--- src/rtl/apb_timer_irq_ctrl.sv ---
// Timer interrupt controller: edge-captured pending bits, per-source mask,
// round-robin arbitration and an APB claim/complete handshake.
module apb_timer_irq_ctrl #(
    parameter  int APB_ADDR_WIDTH = 12,
    parameter  int TIMER_CNT      = 2,
    localparam int NSRC           = 2 * TIMER_CNT,
    localparam int ID_W           = $clog2(NSRC)
) (
    input  logic                      HCLK,
    input  logic                      HRESET,
    input  logic [APB_ADDR_WIDTH-1:0] PADDR,
    input  logic [31:0]               PWDATA,
    input  logic                      PWRITE,
    input  logic                      PSEL,
    input  logic                      PENABLE,
    output logic [31:0]               PRDATA,
    output logic                      PREADY,
    output logic                      PSLVERR,
    input  logic [NSRC-1:0]           irq_i,
    output logic                      irq_o,
    output logic [ID_W-1:0]           irq_id_o
);

    typedef enum logic {
        S_IDLE,
        S_CLAIMED
    } state_t;

    state_t          state;
    state_t          state_nxt;
    logic [NSRC-1:0] pending;
    logic [NSRC-1:0] mask;
    logic [NSRC-1:0] irq_q;
    logic [ID_W-1:0] ptr;
    logic [ID_W-1:0] claimed_id;

    logic            acc;
    logic            addr_err;
    logic            rd_ok;
    logic            wr_ok;
    logic            sel_pend;
    logic            sel_mask;
    logic            sel_claim;
    logic            sel_pclr;
    logic            claim;
    logic            cmpl;
    logic            id_match;
    logic [NSRC-1:0] cand;
    logic [NSRC-1:0] rise;
    logic [NSRC-1:0] clr;
    logic [NSRC-1:0] claim_clr;
    logic [ID_W-1:0] winner;
    logic            found;
    logic [ID_W:0]   sum;
    logic [ID_W-1:0] idx;
    logic [ID_W-1:0] ptr_nxt;
    logic            addr_unused;

    assign addr_unused = ^PADDR[1:0];

    assign acc       = PSEL & PENABLE;
    assign addr_err  = |PADDR[APB_ADDR_WIDTH-1:4];
    assign rd_ok     = acc & ~addr_err & ~PWRITE;
    assign wr_ok     = acc & ~addr_err & PWRITE;
    assign sel_pend  = (PADDR[3:2] == 2'd0);
    assign sel_mask  = (PADDR[3:2] == 2'd1);
    assign sel_claim = (PADDR[3:2] == 2'd2);
    assign sel_pclr  = (PADDR[3:2] == 2'd3);

    assign cand = pending & mask;

    // Round-robin search: first candidate at or above ptr, wrapping at NSRC.
    always_comb begin
        winner = '0;
        found  = 1'b0;
        sum    = '0;
        idx    = '0;
        for (int k = 0; k < NSRC; k++) begin
            sum = {1'b0, ptr} + (ID_W + 1)'(k);
            if (sum >= (ID_W + 1)'(NSRC)) begin
                sum = sum - (ID_W + 1)'(NSRC);
            end
            idx = sum[ID_W-1:0];
            if (!found && cand[idx]) begin
                found  = 1'b1;
                winner = idx;
            end
        end
    end

    assign id_match = (PWDATA[ID_W-1:0] == claimed_id)
                    & ~|PWDATA[31:ID_W];
    assign claim = rd_ok & sel_claim & (state == S_IDLE) & found;
    assign cmpl  = wr_ok & sel_claim & (state == S_CLAIMED) & id_match;

    assign ptr_nxt = (winner == ID_W'(NSRC - 1)) ? '0 : winner + 1'b1;

    assign rise      = irq_i & ~irq_q;
    assign clr       = (wr_ok & sel_pclr) ? PWDATA[NSRC-1:0] : '0;
    assign claim_clr = claim ? (NSRC'(1) << winner) : '0;

    always_comb begin
        state_nxt = state;
        unique case (state)
            S_IDLE:    if (claim) state_nxt = S_CLAIMED;
            S_CLAIMED: if (cmpl)  state_nxt = S_IDLE;
            default:   state_nxt = S_IDLE;
        endcase
    end

    always_ff @(posedge HCLK) begin
        if (HRESET) begin
            state      <= S_IDLE;
            pending    <= '0;
            mask       <= '0;
            irq_q      <= '0;
            ptr        <= '0;
            claimed_id <= '0;
        end else begin
            state   <= state_nxt;
            irq_q   <= irq_i;
            // A fresh edge outranks any clear of the same bit.
            pending <= (pending & ~clr & ~claim_clr) | rise;
            if (wr_ok && sel_mask) begin
                mask <= PWDATA[NSRC-1:0];
            end
            if (claim) begin
                claimed_id <= winner;
                ptr        <= ptr_nxt;
            end
        end
    end

    always_comb begin
        PRDATA = '0;
        if (rd_ok) begin
            unique case (1'b1)
                sel_pend: PRDATA = 32'(pending);
                sel_mask: PRDATA = 32'(mask);
                sel_claim: begin
                    if (state == S_CLAIMED) begin
                        PRDATA     = 32'(claimed_id);
                        PRDATA[31] = 1'b1;
                    end else if (found) begin
                        PRDATA     = 32'(winner);
                        PRDATA[31] = 1'b1;
                    end
                end
                default: PRDATA = '0;
            endcase
        end
    end

    assign PSLVERR = acc & (addr_err
                   | (PWRITE & sel_pend)
                   | (PWRITE & sel_claim & ~cmpl));
    assign PREADY  = 1'b1;

    assign irq_o    = (state == S_IDLE) & |cand;
    assign irq_id_o = winner;

endmodule

--- config.mk ---
export PLATFORM = sky130hd
export DESIGN_NAME = apb_timer_irq_ctrl
export DESIGN_NICKNAME = d
export VERILOG_FILES = /design/src/rtl/apb_timer_irq_ctrl.sv
export SDC_FILE = /design/constraint.sdc
export NUM_CORES = 1
export LEC_CHECK = 0
export CORE_UTILIZATION = 39
export CTS_CLUSTER_DIAMETER = 40
export DETAILED_ROUTE_END_ITERATION = 8
export GPL_ROUTABILITY_DRIVEN = 1
export GPL_TIMING_DRIVEN = 0
export PLACE_DENSITY = 0.87
export SYNTH_ARGS = -nofsm -noshare
export SYNTH_HDL_FRONTEND = slang
export SYNTH_SLANG_ARGS = --single-unit
--- constraint.sdc ---
create_clock -name HCLK -period 2.55 [get_ports HCLK]
set_input_delay 0.3825 -clock HCLK [delete_from_list [all_inputs] [get_ports HCLK]]
set_output_delay 0.3825 -clock HCLK [all_outputs]
set_load 0.01 [all_outputs]
## Yosys cells after proc, flatten, opt, wreduce, memory -nomap -nowiden

Cells that the tools add are included.

| word-level totals | value |
|---|---|
| input bits | 53 |
| register bits after elaboration | 17 |
| output and inout port bits | 37 |

| cells by class | value |
|---|---|
| reduce and logical (&&, ||, !) cells | 12 |
| multiplexer cells | 30 |
| order comparisons | 8 |
| add/sub/neg operators | 8 |
| equal/unequal tests | 5 |
| shifts and indexed selects | 1 |
| bitwise operators | 31 |

Operators with widths:

| operator | count |
|---|---|
| $mux 32 | 3 |
| $pmux 32 s3 | 1 |
| $reduce_or 30->1 | 1 |
| $mux 2 | 9 |
| $and 1x1->1 | 17 |
| $and 4x4->4 | 4 |
| $lt 2x3->1 const B | 4 |
| $not 4->4 | 3 |
| $mux 1 | 10 |
| $ge 3x3->1 const B | 3 |
| $bmux 1 s2 | 4 |
| $mux 4 | 2 |
| $reduce_or 8->1 | 1 |
| $sub 2x1->2 const B | 4 |
| $add 2x2->3 const B | 2 |
| $eq 2x2->1 const B | 3 |
| $logic_and 1x1->1 | 4 |
| $logic_not 1->1 | 4 |
| $not 1->1 | 4 |
| $or 4x4->4 | 1 |
| $reduce_or 4->1 | 1 |
| $shl 1x2->4 const A | 1 |
| $add 2x1->3 const B | 1 |
| $ge 2x3->1 const B | 1 |
| 6 further kinds | 7 |

## Logic depth before layout (Yosys ltp)

| depth | value |
|---|---|
| word-level depth | 19 |
| mapped depth | 8 |
| gate-level depth less buffers | 8 |

## Worst setup path before layout

Ideal clock, no wire load.

| timing path | value |
|---|---|
| path type | input to output |
| start point | input PADDR[11] |
| end point | output PSLVERR |
| slack | 0.691 ns |
| data arrival time | 1.476 ns |
| required time | 2.168 ns |
| cell stages on the path | 5 |
| path through | nor4_4 > nand4_1 > nor4_1 > o311ai_0 > and2_1 |

| on the way | value |
|---|---|
| cells in the longest elaborated chain, start to end | 11 |

RTL lines:

| item | line | text |
|---|---|---|
| start, declared | 11 | `input logic [APB_ADDR_WIDTH-1:0] PADDR,` |
| $reduce_or 8->1 * | 62 | `assign addr_err = \|PADDR[APB_ADDR_WIDTH-1:4];` |
| $not 1->1 | 64 | `assign wr_ok = acc & ~addr_err & PWRITE;` |
| $and 1x1->1 (2 in a row) | 64 |  |
| $and 1x1->1 (3 in a row) | 94 | `assign cmpl = wr_ok & sel_claim & (state == S_CLAIMED) & id_match;` |
| $not 1->1 | 156 | `\| (PWRITE & sel_claim & ~cmpl));` |
| $and 1x1->1 | 156 |  |
| $or 1x1->1 * | 156 |  |
| $and 1x1->1 * | 154 | `assign PSLVERR = acc & (addr_err` |
| end, declared | 18 | `output logic PSLVERR,` |

Every way passes the cells marked *; elsewhere a longest branch is shown, timed or not.

## Worst setup path after layout

| timing path | value |
|---|---|
| start point | input PWDATA[28] |
| end point | output PSLVERR |

| on the way | value |
|---|---|
| cells in the longest elaborated chain, start to end | 8 |

RTL lines:

| item | line | text |
|---|---|---|
| start, declared | 12 | `input logic [31:0] PWDATA,` |
| $reduce_or 30->1 | 92 | `& ~\|PWDATA[31:ID_W];` |
| $logic_not 1->1 | 92 |  |
| $and 1x1->1 | 92 |  |
| $and 1x1->1 | 94 |  |
| $not 1->1 | 156 |  |
| $and 1x1->1 | 156 |  |
| $or 1x1->1 | 156 |  |
| $and 1x1->1 | 154 |  |

No other way between the ends.

==> results_dict.tcl <==
set metrics [dict create \
    rsz0062_at_grt "true" \
    netlist_area_um2 1350 \
    core_um2 3340 \
    drv_cap 0 \
    numPortBuffers 57 \
    outcome "finished with violations" \
    power.density_nw_per_um2 254 \
    die_h_um 60.9 \
    root_buffer "clkbuf_4" \
    p_leak_nw 1.36 \
    slowest_delay_ns 0.45 \
    slew_violations 0 \
    fin_cells 324 \
    cp-end-kind "output pin" \
    reg2reg_from "state$_SDFF_PP0_" \
    synth.distinct_cells 32 \
    hold_depth 3 \
    cts_tree "yes" \
    synth_area_leaders "dfxtp_1, buf_4, mux2i_1, nor4_4, ha_1" \
    antenna_cells 0 \
    timing.rr.end "state$_SDFF_PP0_" \
    clk_path_buf_depth 2 \
    finalHoldViolations 0 \
    dr.first_iter.drc_count 134 \
    holdCritPathClass "primary input to flop" \
    rows 21 \
    yosysTopAreaCell "dfxtp_1" \
    fin_tns_setup_ns -0.390 \
    area_growth_pct 81.1 \
    clkLatencyLatePin_ns 0.30 \
    critPathMaxFanout 2 \
    dpl.cell_count 293 \
    cpMaxStageDelayCell "nor4_2" \
    reg2reg_slack_ns -0.02 \
    syn-mean-instance-area_um2 8.24 \
    wl_per_cell_um 16.0 \
    drc 0 \
    synth_top_area_frac 0.252 \
    period_needed_ns 2.75 \
    grt_pass1_vias 1316 \
    yosysWarnings 0 \
    reg2regPathDepth 17 \
    synth_common_cells "buf_4, dfxtp_1, nor2_1, mux2i_1, nand2_1" \
    drive_gt1_frac 0.313 \
    min-delay-start "PWDATA[2]" \
    synth_edf_count 0 \
    yosysMostFrequentCell "buf_4" \
    placed_cell_area_um2 2080 \
    postSynth.asyncResetShare 0 \
    crit_arrival_ns 2.36 \
    dr_total_vias 1600 \
    wirelength_mm 5.19 \
    vias_per_cell 4.94 \
    skew_ns 0.00596 \
    die_width_um 60.9 \
    die-area_um2 3700 \
    grt_max_degree 12 \
    yosysSeqAreaShare 0.252 \
    path_cells "dlymetal6s2s_1, nor4_2, nand4_1, nor4_4, o311ai_0, and2_1, dlygate4sd2_1" \
    design_area_um2 2450 \
    drtPass1Iterations 4 \
    nets 336 \
    cts_buffers 3 \
    initial_core_util 0.405 \
    required_ns 2.17 \
    fmax_ghz 0.364 \
    antenna_found_initial 0 \
    slew_headroom 0.586 \
    hpwl_mm 2.79 \
    peakVddDrop_uv 298 \
    ios 90 \
    drtAntennaViolNets 0 \
    hold_end "mask[2]$_SDFFE_PP0P_" \
    grt_pass1_wl_mm 5.87 \
    place_congestion 0.762 \
    violations "negative setup slack" \
    synthCells 164 \
    synth-main-ff-cell "dfxtp_1" \
    final_util 0.733 \
    gr-total-overflow 0 \
    track_usage 0.218 \
    fin_crit_sh 1.08 \
    clock-sinks 17 \
    fin_ws_ns -0.197 \
    setup_viol 2 \
    tightest_slew_ns 0.616 \
    critPathLaunchType "primary input" \
    synth_seq_cells 17 \
    cts_htree_levels 1 \
    cts.reportedPaths.clkPinSlew_ns 0.11 \
    crit_type "primary input to output pin" \
    power_w 0.000622 \
]
metal layers:
metal / vias up / global-route usage / part of all wire
li1: 746 / - / -
met1: 728 / 0.217 / 0.35
met2: 104 / 0.416 / 0.50
met3: 22 / 0.0490 / 0.10
met4: 0 / 0.120 / 0.044
met5: - / 0 / 0
how the worst max path moves through the flow:
stage	end	start	depth (start not counted)
5_1_grt	state$_SDFF_PP0_	PWDATA[27]	18
6_report	PSLVERR	PWDATA[28]	7
3_3_place_gp	PSLVERR	PADDR[11]	7
2_1_floorplan	PSLVERR	PADDR[11]	5
4_1_cts	state$_SDFF_PP0_	PWDATA[16]	19
3_5_place_dp	PSLVERR	PADDR[11]	7
per-stage QoR:
step	hold WS, ns	worst slack [ns]
6_report	0.390	-0.197
5_1_grt	0.408	-0.386
4_1_cts	0.495	-0.128
3_5_place_dp	0.469	-0.467
3_3_place_gp	0.453	-0.461
2_1_floorplan	0.452	0.691
registers in the layout, summed over array words and instances, names as in the netlist:
name	count
state	1
claimed_id	2
irq_q	4
mask	4
pending	4
ptr	2
placed cells by master, fill, tap and decap left out, types with 2 or more instances in the layout:
| master | netlist | layout |
|---|---|---|
| ha_1 | 4 | 4 |
| a21oi_1 | 7 | 6 |
| inv_1 | 10 | 10 |
| a22o_1 | 4 | 4 |
| o21ai_0 | 3 | 3 |
| nor4_2 | 0 | 7 |
| nor4_4 | 3 | 4 |
| buf_4 | 28 | 55 |
| nor2_1 | 13 | 12 |
| nand4_1 | 5 | 5 |
| and2_1 | 4 | 3 |
| dlygate4sd2_1 | 0 | 8 |
| nand3_1 | 2 | 2 |
| conb_1 | 2 | 28 |
| dfxtp_1 | 17 | 16 |
| o221ai_1 | 2 | 2 |
| clkbuf_2 | 0 | 6 |
| nand2_1 | 11 | 11 |
| dlymetal6s2s_1 | 0 | 34 |
| clkdlybuf4s50_1 | 0 | 10 |
| nor3_1 | 3 | 3 |
| xnor2_1 | 2 | 2 |
| nand2b_1 | 7 | 7 |
| nor2b_1 | 5 | 5 |
| mux2i_1 | 11 | 11 |
| clkbuf_4 | 0 | 3 |
logic make-up (layout without fill, tap and decap cells):
kind of cell	after synthesis	in the layout	share of synthesized area
AOI/OAI and AO/OA	20	20	0.0991
xor gates and xnor gates	2	2	0.0130
adders and majority gates	4	4	0.0370
buffers and inverters	41	129	0.192
DFF	17	17	0.252
muxes	12	12	0.0926
other	2	28	0.00556
and+or+nand+nor	66	66	0.309
critical path, delay by kind of cell:
family,cells,cell delay (ns)
AND/OR/NAND/NOR,4,1.29
AO/OA/AOI/OAI,1,0.22
buffers and inverters,2,0.45
what timing repair did:
item / 4_1_cts / 5_1_grt
gates resized for setup: 20 / 60
pin swaps: 6 / 19
hold buffers: 0 / 0
endpoints found under the setup margin: 7 / 7
setup buffers: 24 / 5
report_power, final:
part	switching (W)	internal (W)	total, W
Clock	0.0000950	0.0000598	0.000155
Sequential	0.00000653	0.000274	0.000281
Combinational	0.0000817	0.000104	0.000186
layout make-up:
class | instances | area (um^2)
plain buffers | 31 | 224
clock buffers | 3 | 22.5
clock inverters | 1 | 7.51
fillers | 228 | 890
inverters | 10 | 37.5
multi-input cells | 132 | 931
flip-flops and latches | 17 | 344
well taps | 46 | 57.6
repair buffers | 84 | 823
Note: power is estimated with default switching activity, not from simulation.
